File: src/rtl/dram_rst_seq_if.sv
// Sequencer-to-DRAM-controller reset and calibration signals.
// i_sw_rst is present only when DRAM_RST_SEQ_SWRST_EN is defined.
interface dram_rst_seq_if #(
  parameter int unsigned MAX_RETRIES = 3
);
  localparam int unsigned RETRY_WIDTH = $clog2(MAX_RETRIES + 1);

  logic                   i_init_calib_complete;
`ifdef DRAM_RST_SEQ_SWRST_EN
  logic                   i_sw_rst;
`endif
  logic                   o_sys_rst;
  logic                   o_ready;
  logic                   o_fail;
  logic [RETRY_WIDTH-1:0] o_retry_cnt;
  logic [2:0]             o_state;

  // master: the sequencer; slave: whoever consumes the reset and status.
  modport master (
    input  i_init_calib_complete,
`ifdef DRAM_RST_SEQ_SWRST_EN
    input  i_sw_rst,
`endif
    output o_sys_rst,
    output o_ready,
    output o_fail,
    output o_retry_cnt,
    output o_state
  );

  modport slave (
    output i_init_calib_complete,
`ifdef DRAM_RST_SEQ_SWRST_EN
    output i_sw_rst,
`endif
    input  o_sys_rst,
    input  o_ready,
    input  o_fail,
    input  o_retry_cnt,
    input  o_state
  );
endinterface

File: src/rtl/dram_rst_seq.sv
// DRAM controller reset/power-on sequencer: hold, calibrate with timeout, retry, sticky fail.
// Defining DRAM_RST_SEQ_SWRST_EN adds the i_sw_rst software re-sequence input.
module dram_rst_seq #(
  parameter int unsigned SYNC_STAGES   = 2,
  parameter int unsigned HOLD_CYCLES   = 1024,
  parameter int unsigned CALIB_TIMEOUT = 16777216,
  parameter int unsigned MAX_RETRIES   = 3,
  parameter int unsigned CNT_WIDTH     = 25
) (
  input logic            clk_166_67_mhz,
  input logic            dram_rstx_async,
  dram_rst_seq_if.master bus
);
  localparam int unsigned RETRY_WIDTH = $clog2(MAX_RETRIES + 1);

  localparam logic [CNT_WIDTH-1:0]   HoldLast  = CNT_WIDTH'(HOLD_CYCLES - 1);
  localparam logic [CNT_WIDTH-1:0]   CalibLast = CNT_WIDTH'(CALIB_TIMEOUT - 1);
  localparam logic [RETRY_WIDTH-1:0] RetryMax  = RETRY_WIDTH'(MAX_RETRIES);

  typedef enum logic [2:0] {
    StReset = 3'd0,
    StHold  = 3'd1,
    StCalib = 3'd2,
    StReady = 3'd3,
    StFail  = 3'd4
  } state_e;

  logic [SYNC_STAGES-1:0] r_rst_sync;
  logic [SYNC_STAGES-1:0] r_calib_sync;
  state_e                 r_state;
  logic [CNT_WIDTH-1:0]   r_cnt;
  logic [RETRY_WIDTH-1:0] r_retry_cnt;
  logic                   r_sys_rst;
  logic                   r_ready;
  logic                   r_fail;
  logic                   r_seen_low;

  logic w_rst_rel;
  logic w_calib_s;
  logic w_can_retry;
  logic w_sw_rst;

`ifdef DRAM_RST_SEQ_SWRST_EN
  assign w_sw_rst = bus.i_sw_rst;
`else
  assign w_sw_rst = 1'b0;
`endif

  // Reset release and calib flag both cross into this domain through SYNC_STAGES flops.
  always_ff @(posedge clk_166_67_mhz or negedge dram_rstx_async) begin
    if (!dram_rstx_async) begin
      r_rst_sync   <= '0;
      r_calib_sync <= '0;
    end else begin
      r_rst_sync   <= {r_rst_sync[SYNC_STAGES-2:0], 1'b1};
      r_calib_sync <= {r_calib_sync[SYNC_STAGES-2:0], bus.i_init_calib_complete};
    end
  end

  assign w_rst_rel   = r_rst_sync[SYNC_STAGES-1];
  assign w_calib_s   = r_calib_sync[SYNC_STAGES-1];
  assign w_can_retry = (r_retry_cnt < RetryMax);

  always_ff @(posedge clk_166_67_mhz or negedge dram_rstx_async) begin
    if (!dram_rstx_async) begin
      r_state     <= StReset;
      r_cnt       <= '0;
      r_retry_cnt <= '0;
      r_sys_rst   <= 1'b1;
      r_ready     <= 1'b0;
      r_fail      <= 1'b0;
      r_seen_low  <= 1'b0;
    end else if (!w_rst_rel) begin
      r_state     <= StReset;
      r_cnt       <= '0;
      r_retry_cnt <= '0;
      r_sys_rst   <= 1'b1;
      r_ready     <= 1'b0;
      r_fail      <= 1'b0;
      r_seen_low  <= 1'b0;
    end else if (w_sw_rst && (r_state != StReset)) begin
      r_state     <= StHold;
      r_cnt       <= '0;
      r_retry_cnt <= '0;
      r_sys_rst   <= 1'b1;
      r_ready     <= 1'b0;
      r_fail      <= 1'b0;
      r_seen_low  <= 1'b0;
    end else begin
      // A low calib must be seen in this attempt before a high one counts as success.
      if (((r_state == StHold) || (r_state == StCalib)) && !w_calib_s) begin
        r_seen_low <= 1'b1;
      end
      unique case (r_state)
        StReset: begin
          r_state    <= StHold;
          r_cnt      <= '0;
          r_sys_rst  <= 1'b1;
          r_seen_low <= 1'b0;
        end
        StHold: begin
          if (r_cnt == HoldLast) begin
            r_state   <= StCalib;
            r_cnt     <= '0;
            r_sys_rst <= 1'b0;
          end else begin
            r_cnt <= r_cnt + 1'b1;
          end
        end
        StCalib: begin
          if (r_seen_low && w_calib_s) begin
            r_state <= StReady;
            r_ready <= 1'b1;
            r_cnt   <= '0;
          end else if (r_cnt == CalibLast) begin
            r_cnt     <= '0;
            r_sys_rst <= 1'b1;
            if (w_can_retry) begin
              r_state     <= StHold;
              r_retry_cnt <= r_retry_cnt + 1'b1;
              r_seen_low  <= 1'b0;
            end else begin
              r_state <= StFail;
              r_fail  <= 1'b1;
            end
          end else begin
            r_cnt <= r_cnt + 1'b1;
          end
        end
        StReady: begin
          if (!w_calib_s) begin
            r_ready   <= 1'b0;
            r_cnt     <= '0;
            r_sys_rst <= 1'b1;
            if (w_can_retry) begin
              r_state     <= StHold;
              r_retry_cnt <= r_retry_cnt + 1'b1;
              r_seen_low  <= 1'b0;
            end else begin
              r_state <= StFail;
              r_fail  <= 1'b1;
            end
          end
        end
        StFail: begin
          r_sys_rst <= 1'b1;
          r_ready   <= 1'b0;
          r_fail    <= 1'b1;
        end
        default: begin
          r_state   <= StReset;
          r_sys_rst <= 1'b1;
          r_ready   <= 1'b0;
        end
      endcase
    end
  end

  assign bus.o_sys_rst   = r_sys_rst;
  assign bus.o_ready     = r_ready;
  assign bus.o_fail      = r_fail;
  assign bus.o_retry_cnt = r_retry_cnt;
  assign bus.o_state     = r_state;

endmodule

File: src/flat_wrapper.sv
// flat-port wrapper written by rule: the top's interface ports become plain ports
module dram_rst_seq_flat 
#(
  parameter int unsigned SYNC_STAGES   = 2,
  parameter int unsigned HOLD_CYCLES   = 1024,
  parameter int unsigned CALIB_TIMEOUT = 16777216,
  parameter int unsigned MAX_RETRIES   = 3,
  parameter int unsigned CNT_WIDTH     = 25
)
  (clk_166_67_mhz, dram_rstx_async, bus_i_init_calib_complete, bus_o_sys_rst, bus_o_ready, bus_o_fail, bus_o_retry_cnt, bus_o_state);
  dram_rst_seq_if #(.MAX_RETRIES(MAX_RETRIES)) bus_i ();
  input logic clk_166_67_mhz;
  input logic dram_rstx_async;
  input wire logic [$bits(bus_i.i_init_calib_complete)-1:0] bus_i_init_calib_complete;
  output wire logic [$bits(bus_i.o_sys_rst)-1:0] bus_o_sys_rst;
  output wire logic [$bits(bus_i.o_ready)-1:0] bus_o_ready;
  output wire logic [$bits(bus_i.o_fail)-1:0] bus_o_fail;
  output wire logic [$bits(bus_i.o_retry_cnt)-1:0] bus_o_retry_cnt;
  output wire logic [$bits(bus_i.o_state)-1:0] bus_o_state;
  assign bus_i.i_init_calib_complete = bus_i_init_calib_complete;
  assign bus_o_sys_rst = bus_i.o_sys_rst;
  assign bus_o_ready = bus_i.o_ready;
  assign bus_o_fail = bus_i.o_fail;
  assign bus_o_retry_cnt = bus_i.o_retry_cnt;
  assign bus_o_state = bus_i.o_state;
  dram_rst_seq #(.SYNC_STAGES(SYNC_STAGES), .HOLD_CYCLES(HOLD_CYCLES), .CALIB_TIMEOUT(CALIB_TIMEOUT), .MAX_RETRIES(MAX_RETRIES), .CNT_WIDTH(CNT_WIDTH)) u_core (.clk_166_67_mhz(clk_166_67_mhz), .dram_rstx_async(dram_rstx_async), .bus(bus_i));
endmodule
File: config.mk
export PLATFORM = sky130hd
export DESIGN_NAME = dram_rst_seq_flat
export DESIGN_NICKNAME = d
export VERILOG_FILES = /design/src/rtl/dram_rst_seq_if.sv /design/src/rtl/dram_rst_seq.sv /design/src/flat_wrapper.sv
export SDC_FILE = /design/constraint.sdc
export NUM_CORES = 1
export LEC_CHECK = 0
export BUFFER_PORTS_ARGS = -buffer_cell sky130_fd_sc_hd__buf_4
export CAP_MARGIN = 20
export CORE_MARGIN = 3
export CORE_UTILIZATION = 60
export DETAILED_ROUTE_END_ITERATION = 8
export PLACE_DENSITY = 0.88
export SYNTH_ARGS = -nofsm -noshare
export SYNTH_HDL_FRONTEND = slang
export SYNTH_SLANG_ARGS = --single-unit
File: constraint.sdc
create_clock -name clk_166_67_mhz -period 2.3 [get_ports clk_166_67_mhz]
set_input_delay 0.115 -clock clk_166_67_mhz [delete_from_list [all_inputs] [get_ports clk_166_67_mhz]]
set_output_delay 0.115 -clock clk_166_67_mhz [all_outputs]
set_load 0.02 [all_outputs]
## Word level (Yosys, flattened, before mapping)

Index checks and enable logic that the tools add are counted.
Widths: inputs -> output; s select.

| cells by class | value |
|---|---|
| $add $sub $neg | 2 |
| order comparisons | 1 |
| equality and inequality tests | 17 |
| mux-type cells | 42 |
| reductions and logical operators | 12 |

Operator list:

| cell | number |
|---|---|
| $mux 25 | 5 |
| $pmux 25 s4 | 1 |
| $add 25x1->25 const B | 1 |
| $eq 25x10->1 const B | 1 |
| $eq 25x24->1 const B | 1 |
| $mux 1 | 19 |
| $mux 3 | 6 |
| $ne 3x3->1 const B | 6 |
| $reduce_and 4->1 | 4 |
| $pmux 3 s5 | 1 |
| $pmux 1 s3 | 4 |
| $mux 2 | 5 |
| $ne 4x4->1 const B | 2 |
| $eq 3x2->1 const B | 2 |
| $ne 5x5->1 const B | 1 |
| $ne 2x2->1 const B | 2 |
| $pmux 2 s2 | 1 |
| $eq 3x1->1 const B | 1 |
| $eq 3x3->1 const B | 1 |
| $logic_not 3->1 | 1 |
| $reduce_and 3->1 | 1 |
| $add 2x1->2 const B | 1 |
| $logic_and 1x1->1 | 2 |
| $lt 2x2->1 const B | 1 |
| 4 further kinds | 4 |

| word-level totals | value |
|---|---|
| register bits after elaboration | 38 |
| bits of input ports | 3 |
| output and inout port bits | 8 |

## Logic depth before layout (Yosys ltp)

| logic depth | value |
|---|---|
| depth in word-level cells | 9 |
| mapped depth | 7 |
| gate-level depth less buffers | 6 |

## Least setup slack after synthesis

Ideal clock, no wire load.

| timing path | value |
|---|---|
| path kind | reg-to-reg |
| start | register u_core.r_state[2], in the netlist u_core.bus.o_state[2] |
| end | register u_core.r_cnt[11] |
| library setup time | 66 ps |
| arrival time | 1952 ps |
| slack | 282 ps |
| stages on the path, launching flop included | 8 |
| period minus slack after synthesis | 2018 ps |
| path through | dfrtp_1 -> clkbuf_1 -> nand2b_1 -> or3_1 -> a31oi_2 -> buf_2 -> o221ai_1 -> nand2_1 |

| on the way | value |
|---|---|
| longest elaborated chain between the ends | 3 |

Ends and longest elaborated chain:

| what | line | RTL |
|---|---|---|
| start: declaration | dram_rst_seq.sv:30 | `state_e r_state;` |
| start signal: assignment | dram_rst_seq.sv:66 | `r_state <= StReset;` |
| start signal: assignment | dram_rst_seq.sv:74 | `r_state <= StReset;` |
| start signal: assignment | dram_rst_seq.sv:82 | `r_state <= StHold;` |
| $eq 3x2->1, or another cell as far along | dram_rst_seq.sv:94 | `unique case (r_state)` |
| $pmux 25 s4, or another cell as far along | dram_rst_seq.sv:94 |  |
| $mux 25 or $reduce_and 2->1 (tied branches) | - |  |
| end signal: assignment | dram_rst_seq.sv:107 | `r_cnt <= r_cnt + 1'b1;` |
| end signal: assignment | dram_rst_seq.sv:127 | `r_cnt <= r_cnt + 1'b1;` |
| end: declaration | dram_rst_seq.sv:31 | `logic [CNT_WIDTH-1:0] r_cnt;` |

Several ways; a longest one is shown, not always the timed one.
A chain may end at the register's enable or synchronous reset.

## Worst setup path after layout

| timing path | value |
|---|---|
| start | register u_core.r_cnt[0] |
| end | register u_core.r_cnt[18] |

| on the way | value |
|---|---|
| longest elaborated chain between the ends | 5 |

Ends and longest elaborated chain:

| what | line | RTL |
|---|---|---|
| $add 25x1->25 or $eq 25x24->1 (tied branches) | dram_rst_seq.sv:107, dram_rst_seq.sv:127, dram_rst_seq.sv:115 |  |
| $mux 25 | dram_rst_seq.sv:115 | `end else if (r_cnt == CalibLast) begin` |
| $mux 25 | dram_rst_seq.sv:111 | `if (r_seen_low && w_calib_s) begin` |
| $pmux 25 s4 (*) | dram_rst_seq.sv:94 |  |
| $mux 25 (*) | dram_rst_seq.sv:73 | `end else if (!w_rst_rel) begin` |

Mark *: on every way between the ends. The rest lies on a longest branch, timed or not.

==> results <==
- The total wirelength of the detailed-routed design is 5370 µm.
- Dividing the detail-routed wire length by the instance count gives 15.9 µm.
- The instance area after placement is 2490 µm².
- By area the synthesized netlist is led by sky130_fd_sc_hd__dfrtp_1 (40%), sky130_fd_sc_hd__nand2_1 (7.0%), sky130_fd_sc_hd__o221ai_1 (5.7%).
- Relative to the synthesized area, the layout overhead comes to 13.4%.
- The final-report hold violation count is 0.
- Of the post-synthesis cell area, the dominant cell type holds 0.403.
- Timing would allow up to 460 MHz.
- Along the worst path, the maximum fanout reaches 7.
- In this run, synthesis inferred 0 flip-flops with an integrated enable.
- The initial antenna violation count was 0.
- The analysis attributes to cell leakage a power of 0.00114 µW.
- Yosys printed 0 warnings.
- The global route total overflow is 0.
- For the worst-skew pair, the clock arrives at the later sink with an insertion delay of 0.29 ns.
- Setup repair after global routing left no endpoint under its margin.
- The mapped netlist covers 2300 µm².
- The sink count of the clock tree is 38.
- Port buffering added 10 buffers.
- Setup violations remaining at the end of the flow were counted as 0.
- The critical path capture point type is a flop.
- The critical path in this run is classified as reg2reg.
- The count of pins on the block boundary is 11.
- The worst setup path is launched from a flop.
- The number of violations of the max-capacitance limit is 0.
- The final max-slew violation count is 0.
- The run finished with clean final reports.
- Of the available clock period, the critical path in the final layout requires 0.945.
- The die is 67.9 µm wide.
- The root buffer cell is sky130_fd_sc_hd__clkbuf_8.
- The shortest clock period the worst path allows after layout is 2.17 ns.
- The number of antenna diodes in the final layout is 0.
- Using the TritonRoute via totals, the vias-per-cell ratio works out to 6.49.
- The wire-length estimate of the detail-placed layout is 3780 µm.
- Power spread over the standard cell area amounts to 688 nW/µm².
- The post-route clock skew is 0.00818 ns.
- In this run the deepest clock path goes through 2 buffers.
- The net count reported at finish is 295.
- From bottom edge to top edge, the die measures 67.9 µm.
- The iteration-0 DRC count of the detailed router is 211.
- The first-pass detailed-route iteration total is 8.
- STA puts the critical path data required time at 2.51 ns.
- The clock-pin transition on the worst setup and hold timing paths is 0.07 ns.
- After detailed routing, the number of remaining DRC violations is 0.
- In this run the number of H-tree levels came out at 2.
- After filler insertion, the fill cell instance count of the layout stands at 260.
- The count of cell types in the netlist is 49.
- The dominant cell type by area after synthesis is sky130_fd_sc_hd__dfrtp_1.
- The CTS buffer count is 5.
- The overall global routing resource usage is 0.269.
- The synthesized design contains 38 register bits.
- The core region is 3520 µm².
- The first global-routing pass estimated 9390 µm of wire.
- The largest net degree at the start of global routing is 39.
- At the end of routability-driven placement, the weighted congestion stood at 0.896.
- The master of the slowest instance on the critical path is sky130_fd_sc_hd__or4_4.
- The worst hold slack across all endpoints is 0.315 ns.
- Counting every net in the synthesized netlist gives 275.
- The min-delay analysis places its worst path in the category in2async.
- For this configuration, the core starts out at a cell density of 0.653.
- The slew at the pin with the worst max-slew slack is 0.610 ns.
- The remaining antenna violation count after routing is 0.
- The number of standard cells after synthesis is 270.
- Traced cell by cell, the critical path runs through ha_2 > nand3_1 > or4_4 > or2_0 > or3_1 > o211ai_1.
- Dividing the synthesized area by the synthesized cell count gives 8.51 µm².
- For this block, the via count after detailed routing is 2,188.
- In the final layout, the share of cells above drive strength 1 is 0.148.
- The arrival time reported for the critical path endpoint is 2.39 ns.
- The clock tree from TritonCTS is yes.
- For this run, the slowest stage of the critical path takes 0.47 ns.
- The predominant post-synthesis flop cell is sky130_fd_sc_hd__dfrtp_1.
- In this run the tightest slew margin relative to its limit is 0.589.
- The via count of the first global-routing pass is 1,983.
- The overall die area is 4610 µm².
- The peak ir drop on the vdd network is 0.556 mV.
- Counting flops with an async set or reset pin after synthesis yields a share of 1.00.
- The row count is 21.
- The sum of negative setup slack is 0 ns.
- The finished cells cover 2610 µm².
- The register area share after synthesis is 0.414.
-- where the power goes --
part	internal [µW]	switching, µW
clock	242	231
sequential	713	62.9
combinational	203	343
total	1160	638
-- cell families (layout without fill, tap and decap cells) --
logic type / Yosys count / in the layout / share of synthesized area
xor+xnor: 9 / 9 / 0.0343
other cells: 1 / 1 / 0.00163
simple gates: 140 / 140 / 0.320
buf+inv: 21 / 42 / 0.0370
fa+ha+maj: 2 / 2 / 0.0109
compound gates: 59 / 59 / 0.182
flops: 38 / 38 / 0.414
-- metal layers --
metal	vias up	track usage	wire length [µm]
met3	24	0.0657	384
li1	1031	-	-
met2	99	0.411	2450
met5	-	0	0
met1	1034	0.367	2390
met4	0	0.112	144
-- registers in the layout, indices dropped and copies added, names as in the netlist --
name and count:
u_core.r_calib_sync 2, u_core.r_seen_low 1, u_core.r_cnt 25, u_core.bus.o_retry_cnt 2
u_core.bus.o_fail 1, u_core.bus.o_state 3, u_core.bus.o_sys_rst 1, u_core.bus.o_ready 1
u_core.r_rst_sync 2
-- path summary, 6_finish.rpt --
check	start	end	slack [ns]	cells after the start
min in group clk_166_67_mhz	u_core.r_calib_sync[0]	u_core.r_calib_sync[1]	0.35	0
min	dram_rstx_async	u_core.r_cnt[8]	0.31	2
max in group asynchronous	dram_rstx_async	u_core.bus.o_sys_rst	1.62	2
max reg2reg	u_core.r_cnt[0]	u_core.r_cnt[18]	0.13	6
min reg2reg	u_core.r_calib_sync[0]	u_core.r_calib_sync[1]	0.35	0
max	u_core.r_cnt[0]	u_core.r_cnt[18]	0.13	6
-- cell type report --
class,count,area [µm²],share of cell area
sequential,38,952,0.365
clock inverter,1,5.00,0.00192
tap,46,57.6,0.0221
clock buffer,7,86.3,0.0331
timing repair buffer,28,215,0.0825
inverter,6,22.5,0.00864
multi-input combinational,211,1270,0.487
-- placed cells by master, fill, tap and decap left out, drive strengths merged, types with 3 or more instances in the layout --
master / Yosys / layout
nand2: 43 / 43
dfrtp: 37 / 37
buf: 2 / 26
nand3: 16 / 16
a21oi: 16 / 16
nor2: 15 / 15
o221ai: 15 / 15
and2: 13 / 13
nor3: 11 / 11
o21ai: 9 / 9
nor4: 7 / 7
xnor2: 7 / 7
clkbuf: 13 / 7
and3: 6 / 6
inv: 6 / 6
nand4: 6 / 6
nand2b: 4 / 4
or3: 4 / 4
nor2b: 4 / 4
or4: 4 / 4
a31oi: 3 / 3
-- timing repair --
item,4_1_cts,5_1_grt
setup buffers,0,0
setup endpoints to repair,0,8
gates resized for setup,0,2
hold buffers,2,0
endpoints found under the hold margin,38,0
-- critical path: cells and delay by family (launching register included) --
family / cells / cell delay, ns
and+or+nand+nor: 4 / 1.23
adders and majority gates: 1 / 0.28
AOI/OAI and AO/OA: 1 / 0.17
DFF: 1 / 0.41
-- synthesized netlist by cell type (all sizes together) (7+ instances only) --
cell type and count:
a21oi 16, nor2 15, o221ai 15, nand2 43, and2 13, clkbuf 13
o21ai 9, xnor2 7, dfrtp 37, nor3 11, nor4 7, nand3 16
-- through the flow --
step / setup slack (ns) / total power (µW) / cells / utilization
4_1_cts: 0.0486 / 1800 / 337 / 0.738
6_report: 0.126 / 1790 / 337 / 0.741
2_1_floorplan: 0.282 / 1120 / 270 / -
3_5_place_dp: 0.141 / 1320 / 327 / 0.707
5_1_grt: 0.0445 / 1900 / 337 / 0.741
3_3_place_gp: 0.254 / 1300 / 327 / 0.707
Note: power is estimated with default switching activity, not from simulation.
